--- src/rtl/des_f_pipe.sv ---
// DES round function f(R,K) as a two-stage valid/ready pipeline.
// Stage 1 holds E(R)^K, stage 2 holds P(S1..S8) and drives the outputs directly.
module des_f_pipe (
  input  logic        clk,
  input  logic        rst,
  input  logic [31:0] in_r,
  input  logic [47:0] in_k,
  input  logic [3:0]  in_tag,
  input  logic        in_valid,
  output logic        in_ready,
  output logic [31:0] out_f,
  output logic [3:0]  out_tag,
  output logic        out_valid,
  input  logic        out_ready
);
  localparam int unsigned RW   = 32;
  localparam int unsigned KW   = 48;
  localparam int unsigned TW   = 4;
  localparam int unsigned NBOX = 8;

  logic [KW-1:0] x1;
  logic [TW-1:0] t1;
  logic          v1;
  logic          v2;
  logic          ld2;
  logic          acc;
  logic [KW-1:0] e_r;
  logic [RW-1:0] s_out;
  logic [RW-1:0] p_out;

  // Stage 2 loads whenever it is empty or its content leaves this cycle.
  assign ld2       = v1 & (~v2 | out_ready);
  assign in_ready  = rst & (~v1 | ld2);
  assign acc       = in_valid & in_ready;
  assign out_valid = v2;

  // Expansion E: each 6-bit group overlaps its neighbours by one bit, wrapping at the ends.
  assign e_r = {in_r[0],     in_r[31:27], in_r[28:23], in_r[24:19],
                in_r[20:15], in_r[16:11], in_r[12:7],  in_r[8:3],
                in_r[4:0],   in_r[31]};

  always_ff @(posedge clk) begin
    if (!rst) begin
      v1 <= 1'b0;
      x1 <= '0;
      t1 <= '0;
    end else if (acc) begin
      v1 <= 1'b1;
      x1 <= e_r ^ in_k;
      t1 <= in_tag;
    end else if (ld2) begin
      v1 <= 1'b0;
    end
  end

  for (genvar j = 0; j < NBOX; j++) begin : g_sbox
    des_f_sbox #(.BOX(j + 1)) u_sbox (
      .in  (x1[KW-1-6*j -: 6]),
      .out (s_out[RW-1-4*j -: 4])
    );
  end

  // Permutation P.
  assign p_out = {s_out[16], s_out[25], s_out[12], s_out[11],
                  s_out[3],  s_out[20], s_out[4],  s_out[15],
                  s_out[31], s_out[17], s_out[9],  s_out[6],
                  s_out[27], s_out[14], s_out[1],  s_out[22],
                  s_out[30], s_out[24], s_out[8],  s_out[18],
                  s_out[0],  s_out[5],  s_out[29], s_out[23],
                  s_out[13], s_out[19], s_out[2],  s_out[26],
                  s_out[10], s_out[21], s_out[28], s_out[7]};

  always_ff @(posedge clk) begin
    if (!rst) begin
      v2      <= 1'b0;
      out_f   <= '0;
      out_tag <= '0;
    end else if (ld2) begin
      v2      <= 1'b1;
      out_f   <= p_out;
      out_tag <= t1;
    end else if (out_ready) begin
      v2      <= 1'b0;
    end
  end
endmodule

// One DES S-box; table entries listed row-major, entry 0 in the top nibble.
module des_f_sbox #(
  parameter int unsigned BOX = 1
) (
  input  logic [5:0] in,
  output logic [3:0] out
);
  localparam logic [255:0] S1 = 256'hE4D12FB83A6C5907_0F74E2D1A6CB9538_41E8D62BFC973A50_FC8249175B3EA06D;
  localparam logic [255:0] S2 = 256'hF18E6B34972DC05A_3D47F28EC01A69B5_0E7BA4D158C6932F_D8A13F42B67C05E9;
  localparam logic [255:0] S3 = 256'hA09E63F51DC7B428_D709346A285ECBF1_D6498F30B12C5AE7_1AD069874FE3B52C;
  localparam logic [255:0] S4 = 256'h7DE3069A1285BC4F_D8B56F03472C1AE9_A690CB7DF13E5284_3F06A1D8945BC72E;
  localparam logic [255:0] S5 = 256'h2C417AB6853FD0E9_EB2C47D150FA3986_421BAD78F9C5630E_B8C71E2D6F09A453;
  localparam logic [255:0] S6 = 256'hC1AF92680D34E75B_AF427C9561DE0B38_9EF528C3704A1DB6_432C95FABE17608D;
  localparam logic [255:0] S7 = 256'h4B2EF08D3C975A61_D0B7491AE35C2F86_14BDC37EAF680592_6BD814A7950FE23C;
  localparam logic [255:0] S8 = 256'hD2846FB1A93E50C7_1FD8A374C56B0E92_7B419CE206ADF358_21E74A8DFC90356B;

  localparam logic [255:0] TAB = (BOX == 1) ? S1 : (BOX == 2) ? S2 :
                                 (BOX == 3) ? S3 : (BOX == 4) ? S4 :
                                 (BOX == 5) ? S5 : (BOX == 6) ? S6 :
                                 (BOX == 7) ? S7 : S8;

  logic [5:0] idx;
  logic [7:0] lsb;

  // Outer bits select the row, inner four bits the column.
  assign idx = {in[5], in[0], in[4:1]};
  assign lsb = 8'd252 - {idx, 2'b00};
  assign out = TAB[lsb +: 4];
endmodule

--- config.mk ---
export PLATFORM = sky130hd
export DESIGN_NAME = des_f_pipe
export DESIGN_NICKNAME = d
export VERILOG_FILES = /design/src/rtl/des_f_pipe.sv
export SDC_FILE = /design/constraint.sdc
export NUM_CORES = 1
export LEC_CHECK = 0
export CORE_ASPECT_RATIO = 1.75
export CORE_MARGIN = 8
export CORE_UTILIZATION = 55
export CTS_BUF_LIST = sky130_fd_sc_hd__clkbuf_2 sky130_fd_sc_hd__clkbuf_4 sky130_fd_sc_hd__clkbuf_8
export DETAILED_ROUTE_END_ITERATION = 16
export GPL_TIMING_DRIVEN = 0
export PLACE_DENSITY_LB_ADDON = 0.08
export SLEW_MARGIN = 5
export SYNTH_ARGS = -nofsm -noshare
export SYNTH_HDL_FRONTEND = slang
export SYNTH_HIERARCHICAL = 1
export SYNTH_SLANG_ARGS = --single-unit
--- constraint.sdc ---
create_clock -name clk -period 3.4 [get_ports clk]
set_input_delay 0.85 -clock clk [delete_from_list [all_inputs] [get_ports clk]]
set_output_delay 0.85 -clock clk [all_outputs]
set_load 0.05 [all_outputs]
# After elaboration in Yosys (flattened, before gate mapping)
# Index checks and enable logic that the tools add are counted.
# totals
ff_bits	90
inputBits	88
output_inout_bits	38
wordCells	36
# op_classes
addsub	8
shift	8
muxes	4
n_bitwise	8
n_reduce_logical	2
# op_table
cell	n
$shiftx A256 B9 Y4 const A	8
$sub A8 B8 Y8 const A	8
$xor A48 B48 Y48	1
$mux W1	4
$reduce_bool A2 Y1	2
$and A1 B1 Y1	3
$not A1 Y1	2
$or A1 B1 Y1	2

# Longest topological paths before layout
# Gate-level depths: netlist of the first run.
# depth
depth_word	7
ltp_mapped	10
ltp_nobuf	8

# Modules after synthesis
# Netlist of the first run, hierarchy kept.
# modules_own_cells
module	instances	cells_each	area_per_inst_um2	seq_area_each_um2
des_f_pipe	1	394	3871.2	1801.7
des_f_sbox (g_sbox[5].u_sbox)	1	97	715.7	0.0
des_f_sbox (g_sbox[7].u_sbox)	1	95	706.9	0.0
des_f_sbox (g_sbox[0].u_sbox)	1	92	688.2	0.0
des_f_sbox (g_sbox[4].u_sbox)	1	95	674.4	0.0
des_f_sbox (g_sbox[1].u_sbox)	1	83	656.9	0.0
des_f_sbox (g_sbox[6].u_sbox)	1	88	650.6	0.0
des_f_sbox (g_sbox[2].u_sbox)	1	87	619.3	0.0
des_f_sbox (g_sbox[3].u_sbox)	1	70	538.0	0.0

# Least setup slack after synthesis of the first run
# Ideal clock, no wire load.
# synth_timing
kind	input -> output
start	input rst
end	output in_ready
t_arrival_ns	2.331
required_time_ns	2.550
slack_ns	0.219
cell_stages	3
cell_sequence	buf_2 > buf_2 > a21boi_0
# synth_via
elab_chain_len	1
# synth_rtl
element	line	source
from (decl)	5	input logic rst,
$and A1 B1 Y1	33	assign in_ready = rst & (~v1 | ld2);
to (decl)	10	output logic in_ready,
# Every way passes these cells.

# Worst setup path after layout of the first run
# Ends and elaborated chain as after synthesis.

==> results of run 1 <==
[metrics by stage]
stage	setup TNS (ns)	util
global placement	-0.448	0.651
finish	0	0.664
CTS	0	0.664
detailed placement	-0.444	0.651
floorplan	0	-
global route	0	0.664
[state kept, by name (all words and copies together), names as in the netlist]
signal and cells:
x1 48, out_f 32, t1 4, v1 1, out_tag 4, out_valid 1
[how the worst max path moves through the flow]
stage / startpoint / endpoint / slack [ns] / cells after the start
floorplan: rst / in_ready / 0.22 / 3
global placement: rst / in_ready / -0.45 / 5
detailed placement: rst / in_ready / -0.44 / 5
finish: rst / in_ready / 0.08 / 5
CTS: rst / in_ready / 0.1 / 5
global route: rst / in_ready / 0.05 / 5
[cell families (layout without fill, tap and decap cells)]
kind of cell | Yosys count | in the layout
simple gates | 300 | 300
flops | 90 | 90
fa+ha+maj | 63 | 63
compound gates | 328 | 328
buf+inv | 157 | 297
xor+xnor | 67 | 67
mux | 96 | 96
[synth_stat cells, drive strengths merged (4+ instances only)]
cell type,n
nor2b,23
or3,6
clkbuf,25
a2111oi,7
o21ai,83
buf,77
nand3b,7
a311oi,10
ha,63
nand2,108
a32oi,6
a21boi,43
a221oi,4
nor2,41
o221ai,4
a21oi,44
inv,55
o2111ai,4
and2,4
nand3,45
and3,4
a211oi,16
o31ai,8
a211o,6
xnor2,56
mux4,12
xor2,11
a21o,8
o211ai,23
mux2i,78
o311ai,7
nand2b,25
a31oi,9
nor3,18
o22ai,7
nor3b,7
mux2,6
dfxtp,90
[report_power, final]
part           switching (mW)  internal, mW  total, mW
combinational            1.08         0.870       1.95
sequential              0.111          1.15       1.26
clock                   0.441         0.438      0.878
total                    1.63          2.46       4.09
[routing by layer]
layer  global-route usage  up-vias  share of wire
li1                     -     4230              -
met1                0.256     4153           0.38
met2                0.465      294           0.54
met3               0.0385       65          0.053
met4                0.105        0          0.034
met5                    0        -              0
[worst max-delay path, cell delays in order]
cell	delay, ns
clkdlybuf4s50_1	0.51
buf_2	0.23
buf_2	0.28
a21boi_0	0.28
buf_2	0.31
[repair_timing]
item	in CTS	in global routing
gates resized for setup	6	0
endpoints found under the hold margin	0	0
endpoints found under the setup margin	1	0
[cell type report]
| class | instances | area [um^2] | area share |
|---|---|---|---|
| inverters | 55 | 206 | 0.0190 |
| multi-input cells | 854 | 6360 | 0.585 |
| flip-flops and latches | 90 | 1800 | 0.166 |
| repair buffers | 125 | 1250 | 0.115 |
| plain buffers | 102 | 756 | 0.0695 |
| well taps | 224 | 280 | 0.0258 |
| clock inverters | 5 | 86.3 | 0.00794 |
| clock buffers | 10 | 138 | 0.0127 |
==> results.sh, run 1 <==
export IMPL_status="finished clean"
export IMPL_synth_area_mux_share=0.125
export IMPL_placed_cell_area_um2=10700
export IMPL_final_cell_mix="clkdlybuf4s50_1, nand2_1, dfxtp_1"
export IMPL_clk_latency_ns=0.39
export IMPL_min_to="x1[36]"
export IMPL_worstSetupPathType="primary input to primary output"
export IMPL_grt_pass1_wl_mm=42.4
export IMPL_clk_pin_slew_ns=0.09
export IMPL_path_max_fanout=10
export IMPL_synthesis_nets=1252
export IMPL_cts_path_max_buffers=2
export IMPL_synth_area_per_cell_um2=8.28
export IMPL_num_vias=8742
export IMPL_synth_edf_count=0
export IMPL_fin_nets=1388
export IMPL_hold_path_class="register to register"
export IMPL_grt_overflow=0
export IMPL_synth_adder_area_share=0.0864
export IMPL_layout_drive_gt1_share=0.123
export IMPL_die_w_um=113
export IMPL_ys_ff_latch=90
export IMPL_post_drt_via_cell_ratio=5.97
export IMPL_ys_types=97
export IMPL_dpl_worst_slack_ns=-0.444
export IMPL_setup_viol=0
export IMPL_slew_headroom=0.571
export IMPL_r2r_end="out_f[15]"
export IMPL_wl_per_cell_um=18.2
export IMPL_dr_pass1_iters=7
export IMPL_period_share=0.977
export IMPL_fillers=1432
export IMPL_drt_total_wl_mm=26.7
export IMPL_final_hold_viol_count=0
export IMPL_root_buffer="clkbuf_8"
export IMPL_ys_flop_type="dfxtp_1"
export IMPL_power_density_nw_per_um2=377
export IMPL_worst_pin_slew_ns=0.628
export IMPL_netlist_area_um2=9120
export IMPL_final_area_um2=10900
export IMPL_place_inst=1450
export IMPL_io_pins=126
export IMPL_synth_top_family_by_area="compound AO/OA/AOI/OAI gates"
export IMPL_ys_async_sr_fraction=0
export IMPL_drv_cap=0
export IMPL_htree_levels=3
export IMPL_track_usage=0.245
export IMPL_die_y_um=186
export IMPL_synth_compound_area_share=0.255
export IMPL_r2r_start="x1[43]"
export IMPL_grt_setup_unrepaired="no"
export IMPL_mostFrequentLayoutCell="clkdlybuf4s50_1"
export IMPL_io_buffer_count=125
export IMPL_finalClockSkew_ns=0.0214
export IMPL_post_cts_setup_buffers=0
export IMPL_place_gp_congestion=0.960
export IMPL_grt_max_degree=16
export IMPL_rows=62
export IMPL_hp_start="x1[36]"
export IMPL_synth_warnings=6
export IMPL_drc=0
export IMPL_max_freq_mhz=301
export IMPL_startpoint_type="primary input"
export IMPL_diodes=0
export IMPL_p_leak_nw=4.12
export IMPL_rrSetupSlack_ns=0.53
export IMPL_synthSimpleGateAreaFrac=0.167
export IMPL_synthToLayoutAreaGrowth_pct=19.2
export IMPL_grt_pass1_vias=8468
export IMPL_start_util=0.557
export IMPL_dieArea_um2=21100
export IMPL_yosys_area_top_type_share=0.198
export IMPL_p_total_mw=4.09
export IMPL_setup_ws_ns=0.0785
export IMPL_drtIter0Drc=705
export IMPL_yosys_area_share_xor_xnor=0.0643
export IMPL_period_needed_ns=3.32
export IMPL_holdWs_ns=0.464
export IMPL_ys_top_cells_by_area="dfxtp_1, ha_1, mux2i_1, xnor2_1, nand2_1"
export IMPL_max_vdd_ir_drop_uv=210
export IMPL_reg2regPathDepth=9
export IMPL_cts_tree="built"
export IMPL_cts_buffers=9
export IMPL_dpl_hpwl_mm=20.7
export IMPL_cts_hold_fix_buffers=0
export IMPL_synth_area_leader_cell="dfxtp_1"
export IMPL_synth_cells=1101
export IMPL_critPathRequiredTime_ns=2.55
export IMPL_cts_sinks=90
export IMPL_final_cells=1465
export IMPL_cp_arrival_ns=2.47
export IMPL_endpoint_kind="primary output"
export IMPL_antenna_left=0
export IMPL_slew_violations=0
export IMPL_whs_path_depth=2
export IMPL_yosysSeqAreaShare=0.198
export IMPL_antenna_found_initial=0
export IMPL_fp_coreArea_um2=16400
Power figures use the tool's default switching activity.
==> run 2: changes to the inputs <==
- DONT_BUFFER_PORTS: unset -> 1
==> run 2 against run 1 <==
Against the previous run: maximum frequency up 5.5%; cell area down 12%; sequential cell count unchanged; non-clock buffer count down 125; worst setup slack better by 0.17 ns; combinational power down 16%; count of clock-buffer cells in the layout unchanged; sequential power up 11%; clock power down 17%; sequential share of layout area up 2.2 points; global-route usage down 0.27 points; critical path type is now register to primary output; largest cell class unchanged; largest power group unchanged; highest routed layer unchanged.
==> results.sh, run 2 (same netlist as run 1, synthesis figures left out) <==
export IMPL_io_pins=126
export IMPL_use_met2=0.458
export IMPL_drtIter0Drc=574
export IMPL_place_inst=1325
export IMPL_startpoint_type="register"
export IMPL_cts_tree="built"
export IMPL_reg_largest_list="x1 x48, out_f x32"
export IMPL_busiest_layer="met2"
export IMPL_period_share=0.926
export IMPL_worst_pin_slew_ns=1.08
export IMPL_largest_reg_flops=48
export IMPL_grt_pass1_vias=8184
export IMPL_cts_path_max_buffers=2
export IMPL_p_leak_nw=3.63
export IMPL_wl_per_cell_um=19.6
export IMPL_final_cell_mix="nand2_1, dfxtp_1, mux2i_1"
export IMPL_finalClockSkew_ns=0.0150
export IMPL_post_cts_resized=0
export IMPL_slew_headroom=0.276
export IMPL_cts_sinks=90
export IMPL_path_max_fanout=10
export IMPL_final_hold_viol_count=0
export IMPL_drv_cap=0
export IMPL_fin_nets=1263
export IMPL_layout_drive_gt1_share=0.137
export IMPL_cts_hold_fix_buffers=0
export IMPL_grt_max_degree=17
export IMPL_max_freq_mhz=318
export IMPL_fp_coreArea_um2=16400
export IMPL_clk_pin_slew_ns=0.11
export IMPL_htree_levels=3
export IMPL_place_gp_congestion=0.950
export IMPL_period_needed_ns=3.15
export IMPL_root_buffer="clkbuf_8"
export IMPL_diodes=0
export IMPL_die_w_um=113
export IMPL_grt_setup_unrepaired="no"
export IMPL_utilization=0.586
export IMPL_endpoint_kind="primary output"
export IMPL_hold_path_class="register to register"
export IMPL_mostFrequentLayoutCell="nand2_1"
export IMPL_dieArea_um2=21100
export IMPL_slowest_delay_ns=0.92
export IMPL_clk_latency_ns=0.37
export IMPL_max_vdd_ir_drop_uv=213
export IMPL_track_usage=0.243
export IMPL_grt_pass1_wl_mm=41.9
export IMPL_dr_pass1_iters=5
export IMPL_io_buffer_count=0
export IMPL_top_register="x1"
export IMPL_setup_viol=0
export IMPL_cp_arrival_ns=2.30
export IMPL_path_cells="nor2b_4, clkbuf_1, a21boi_1"
export IMPL_slew_violations=0
export IMPL_finalSetupTns_ns=0
export IMPL_antenna_left=0
export IMPL_status="finished clean"
export IMPL_critPathRequiredTime_ns=2.55
export IMPL_grt_overflow=0
export IMPL_power_density_nw_per_um2=393
export IMPL_drc=0
export IMPL_met1_usage=0.244
export IMPL_worstSetupPathType="register to primary output"
export IMPL_met3_usage=0.0605
export IMPL_dpl_hpwl_mm=20.2
export IMPL_post_drt_via_cell_ratio=6.12
export IMPL_cts_buffers=9
export IMPL_drt_total_wl_mm=26.3
export IMPL_start_util=0.557
export IMPL_final_cells=1341
export IMPL_die_y_um=186
export IMPL_fillers=1557
export IMPL_antenna_found_initial=0
export IMPL_post_cts_setup_buffers=0
export IMPL_rows=62
export IMPL_num_vias=8205
export IMPL_multi_input_area_um2=6360
export IMPL_area_sequential_um2=1800
export IMPL_slowest_stage="a21boi_1"
export IMPL_synthToLayoutAreaGrowth_pct=5.10
==> run 2: cell count changes in the layout (fill, tap and decap cells not counted), sizes merged <==
cell,before,now
inv,57,58
clkdlybuf4s50,124,0
clkinv,1,2
buf,78,77
clkinvlp,0,1
bufinv,2,0
==> run 2: final timing paths <==
check	cells after the start	slack, ns	endpoint	start
worst max register to register	8	0.36	out_f[1]	x1[43]
worst min-delay path	2	0.46	x1[23]	x1[23]
worst min register to register	2	0.46	x1[23]	x1[23]
worst max-delay path	3	0.25	in_ready	out_valid
==> run 2: critical path, delay by kind of cell (launching register included) <==
| kind | cells | cell delay (ns) |
|---|---|---|
| buffers and inverters | 1 | 0.24 |
| AO/OA/AOI/OAI | 1 | 0.92 |
| flip-flops | 1 | 0.53 |
| AND/OR/NAND/NOR | 1 | 0.24 |
==> run 2: metal layers <==
layer	vias up	share of wire
li1	3990	-
met1	3907	0.37
met2	249	0.53
met3	59	0.067
met4	0	0.033
met5	-	0
==> run 2: report_power, final <==
part	internal [mW]	switching (mW)
Clock	0.294	0.435
Combinational	0.729	0.908
Sequential	1.15	0.251
Total	2.17	1.59
==> run 2: stage by stage <==
| step | setup slack (ns) | area, um^2 | total power [mW] | hold slack, ns |
|---|---|---|---|---|
| floorplan | 0.219 | 9120 | 2.66 | 0.431 |
| global placement | -0.0711 | 9400 | 3.03 | 0.442 |
| detailed placement | 0.309 | 9400 | 3.04 | 0.446 |
| CTS | 0.241 | 9590 | 3.78 | 0.462 |
| global route | 0.133 | 9590 | 3.99 | 0.474 |
| finish | 0.253 | 9590 | 3.77 | 0.459 |
==> run 2: layout make-up <==
class	count	share of cell area
multi-input combinational	854	0.663
tap	224	0.0292
clock buffer	10	0.0144
clock inverter	6	0.00496
buffer	102	0.0788
inverter	55	0.0215
sequential	90	0.188
==> run 3: changes to the inputs <==
- CAP_MARGIN: unset -> 10
==> results of run 3 <==
Final layout, timing and power as in run 2 (identical DEF).
